==> src/rtl/sw_debounce.sv <==
// Nine-channel switch debouncer: two-flop synchroniser and a saturating-free
// run counter per channel, plus a shared update pulse and event counter.
module sw_debounce #(
    parameter int DB_CYCLES = 1000,
    parameter int CNT_W     = 16
) (
    input  logic       clk,
    input  logic       rst,
    input  logic [7:0] sw,
    input  logic       sw_en,
    output logic [7:0] x,
    output logic       en,
    output logic       changed,
    output logic [7:0] change_cnt
);
    localparam int NCH = 9;
    localparam logic [CNT_W-1:0] CNT_LAST = CNT_W'(DB_CYCLES - 1);

    logic [NCH-1:0] raw;
    logic [NCH-1:0] db;
    logic [NCH-1:0] accept;
    logic           changed_reg;
    logic [7:0]     change_cnt_reg;

    // Channel 8 is the enable switch; it is handled exactly like the data bits.
    assign raw = {sw_en, sw};

    genvar gi;
    generate
        for (gi = 0; gi < NCH; gi++) begin : g_ch
            logic             s1_reg;
            logic             s2_reg;
            logic             db_reg;
            logic             db_next;
            logic [CNT_W-1:0] cnt_reg;
            logic [CNT_W-1:0] cnt_next;
            logic             hit;

            // Counter only runs while the synchronised input disagrees; the
            // accept edge reloads 0 so the count can never pass CNT_LAST.
            always_comb begin
                db_next  = db_reg;
                cnt_next = '0;
                hit      = 1'b0;
                if (s2_reg != db_reg) begin
                    if (cnt_reg == CNT_LAST) begin
                        db_next = s2_reg;
                        hit     = 1'b1;
                    end else begin
                        cnt_next = cnt_reg + CNT_W'(1);
                    end
                end
            end

            always_ff @(posedge clk) begin
                if (rst) begin
                    s1_reg  <= 1'b0;
                    s2_reg  <= 1'b0;
                    db_reg  <= 1'b0;
                    cnt_reg <= '0;
                end else begin
                    s1_reg  <= raw[gi];
                    s2_reg  <= s1_reg;
                    db_reg  <= db_next;
                    cnt_reg <= cnt_next;
                end
            end

            assign db[gi]     = db_reg;
            assign accept[gi] = hit;
        end
    endgenerate

    // One event per edge regardless of how many channels accepted together.
    always_ff @(posedge clk) begin
        if (rst) begin
            changed_reg    <= 1'b0;
            change_cnt_reg <= 8'd0;
        end else begin
            changed_reg <= |accept;
            if (|accept) begin
                change_cnt_reg <= change_cnt_reg + 8'd1;
            end
        end
    end

    assign x          = db[7:0];
    assign en         = db[8];
    assign changed    = changed_reg;
    assign change_cnt = change_cnt_reg;

endmodule

==> config.mk <==
export PLATFORM = sky130hd
export DESIGN_NAME = sw_debounce
export DESIGN_NICKNAME = d
export VERILOG_FILES = /design/src/rtl/sw_debounce.sv
export SDC_FILE = /design/constraint.sdc
export NUM_CORES = 1
export LEC_CHECK = 0
export BUFFER_PORTS_ARGS = -buffer_cell sky130_fd_sc_hd__buf_2
export CAP_MARGIN = 10
export CORE_MARGIN = 2
export CORE_UTILIZATION = 40
export CTS_CLUSTER_SIZE = 40
export DETAILED_ROUTE_END_ITERATION = 12
export HOLD_SLACK_MARGIN = 0.05
export MAX_ROUTING_LAYER = met4
export PLACE_DENSITY_LB_ADDON = 0.3
export SLEW_MARGIN = 20
export SYNTH_ARGS = -nofsm -noshare
export SYNTH_HDL_FRONTEND = slang
export SYNTH_SLANG_ARGS = --single-unit
==> constraint.sdc <==
create_clock -name clk -period 3.25 [get_ports clk]
set_input_delay 0.4875 -clock clk [delete_from_list [all_inputs] [get_ports clk]]
set_output_delay 0.4875 -clock clk [all_outputs]
set_load 0.05 [all_outputs]
==> impl_metrics.yaml <==
drt:
  wl_met1_mm: 6.874
  drc_errors: 0
  wl_met2_mm: 5.777
  routed_wl_mm: 13.33
  top_layer_used: "met4"
  drt_iter0_markers: 224
  vias: 5493
  wl_met3_um: 496
  postRouteAntennaNets: 0
  firstDrtPassIters: 4
  drt-wirelength-per-cell_um: 11.95
  vias_per_cell: 4.926
power:
  p_per_area_nw_per_um2: 499.3
  p_leak_nw: 3.005
  p_int_mw: 3.316
  combPwrFrac: 0.012
  power.switching_mw: 0.9493
  power_frac_clock: 0.466
  p_seq_frac: 0.522
  irDropWorstVdd_mv: 0.3735
  swShare: 0.2226
die:
  start_util: 0.4099
  core_area_um2: 18770
  ioPinCount: 29
  die_w_um: 142.7
  rows: 50
  die_y_um: 142.7
  die_area_um2: 20360
yosys:
  ys_types: 46
  ys_seq_elements: 180
  seq_area_frac_synth: 0.4684
  yosys_most_used_dff: "dfxtp_1"
  yosys.area.top_type: "dfxtp_1"
  async_flop_share: 0
  synth_top_area_share: 0.4684
  yosys-top-cells-area: "dfxtp_1 (47%), xor2_1 (9.9%), nor2_1 (8.3%), xnor2_1 (5.0%), nand3_1 (3.8%)"
  synth_fp_nets: 874
  synth_most_common_cell: "dfxtp_1"
  synthCells: 853
  synth-edff-count: 0
  ys_warn_count: 0
  syn_area_um2: 7694
  syn_avg_cell_area_um2: 9.019
  synth_commonest_cells: "dfxtp_1 (180), nor2_1 (170), xor2_1 (87)"
place:
  dp_hpwl_mm: 9.267
  postPlaceCellArea_um2: 7969
  dpl_worst_slack_ns: 0.7588
  portBuffers: 28
  gp_congestion: 0.7477
clocking:
  hold_buffers: 0
  root_buffer: "clkbuf_16"
  cts_tree: "done"
  numCtsBuffers: 17
  clkSlewWorstSetupHoldPaths_ns: 0.07
  postCtsResizedCells: 0
  postCtsSetupRepairBufs: 0
  clkLatencyLatePin_ns: 0.43
  htree_levels: 4
  clk_path_buf_depth: 2
  clkSinkCount: 180
min_path:
  worstHoldStart: "sw[5]"
  whs_path_depth: 2
  hp-class: "in -> reg"
global_routing:
  antenna_found_initial: 0
  grt_max_degree: 54
  grt_overflow: 0
  first_global_vias: 4981
  grt_usage: 0.1442
  grt_pass1_wl_mm: 23.37
critical_path:
  crit_buf_inv: 0
  slowest_stage: "or4bb_1"
  slowest_delay_ns: 0.44
  worstSetupStartpointType: "flip-flop"
  reg2regPathDepth: 7
  criticalPathCategory: "reg -> reg"
  worstPathCellList: "ha_1, or4bb_1, nor4_2, a32oi_1, and4_4, nor3_1, mux2_2"
  critPathCaptureType: "flip-flop"
  crit_arrival_ns: 2.80
  crit_required_ns: 3.56
  crit_fanout: 12
  cp_top_family: "simple AND/OR/NAND/NOR gates"
  rr_startpoint: "g_ch[7].cnt_reg[0]$_SDFF_PP0_"
  cp.depth: 7
  startpoint: "g_ch[7].cnt_reg[0]$_SDFF_PP0_"
layout:
  final_area_um2: 8542
  largest_reg_flops: 144
  final_nets: 889
  fillCellCount: 1825
  n_antenna_cell: 0
  area_growth_pct: 11.03
  drive_gt1_frac: 0.08173
sta:
  setup_viol: 0
  worst_clock_skew_ns: 0.01071
  min_period_over_period: 0.7651
  setup_slack_ns: 0.7635
  rsz0062_at_grt: "no"
  max_clock_freq_mhz: 402.2
  finalSetupTns_ns: 0
  finalMaxSlewViolations: 0
  worstMarginPinSlew_ns: 0.9714
  max-slew-margin-rel: 0.3524
  finalHoldViolCount: 0
  period_needed_ns: 2.486
run:
  drv_cap: 0
status:
  status: "complete, no violations"
## path summary, 6_finish.rpt
path	to	slack [ns]
worst max-delay path	change_cnt[5]$_SDFFE_PP0P_	0.76
worst min-delay path	g_ch[5].s1_reg$_SDFF_PP0_	0.27
worst max register to register	change_cnt[5]$_SDFFE_PP0P_	0.76
worst min register to register	g_ch[4].s2_reg$_SDFF_PP0_	0.44
## placed cells by master, fill, tap and decap left out, types with 3 or more instances in the layout
master     count
nand4b_1       3
nor2_1       170
nand4_1       23
nor3_1        14
or4_1          6
xnor2_1       44
inv_8          4
nand2_1       49
clkbuf_16     17
xor2_1        87
nor4_4         3
inv_1         15
or3_1         10
nor4_1         8
or4b_1         4
and4b_1        3
nand2b_1       4
nor2b_1       32
nand3_1       59
a21oi_1        9
dfxtp_1      180
nor4bb_1       3
buf_2         28
and3_1        30
and2_1         4
o21ai_0       10
ha_1          10
clkinv_4       3
mux2i_1        9
and4_1        10
## cell families (layout without fill, tap and decap cells)
logic type               Yosys count  in the layout  share of synthesized area
AO/OA/AOI/OAI                     26             26                    0.02033
AND/OR/NAND/NOR                  448            448                     0.3035
flip-flops                       180            180                     0.4684
adder cells (fa/ha/maj)           10             10                    0.01626
buffers and inverters             47             75                    0.02781
multiplexers                      11             11                    0.01464
XOR/XNOR                         131            131                     0.1491
## stage by stage
stage	hold slack, ns	instances	power [mW]	utilization
after floorplan	0.4130	853	2.312	-
after global placement	0.4246	1083	2.329	0.4246
after detailed placement	0.4239	1083	2.330	0.4246
after CTS	0.2494	1115	4.325	0.4551
after global routing	0.2709	1115	4.418	0.4551
final	0.2653	1115	4.265	0.4551
## layer usage
metal,vias up,global-route usage
met5,-,-
met4,0,0.05159
met3,13,0.03186
met2,62,0.2095
met1,2515,0.1974
li1,2903,-
## final cells by class
cell class	count	area [um2]	share of cell area
flip-flops and latches	180	3603	0.4219
repair buffers	28	140.1	0.01641
clock inverters	14	143.9	0.01684
inverters	15	56.30	0.006591
well taps	234	292.8	0.03428
clock buffers	18	429.2	0.05024
multi-input cells	626	3876	0.4538
## power groups by stage
stage,Combinational (mW),Clock [mW],Sequential (mW)
6_report,0.0510,1.99,2.23
5_1_grt,0.0586,2.13,2.23
4_1_cts,0.0525,2.05,2.23
3_5_place_dp,0.0524,0,2.28
3_3_place_gp,0.0524,0,2.28
2_1_floorplan,0.0372,0,2.27
(Power assumes the default switching activity.)
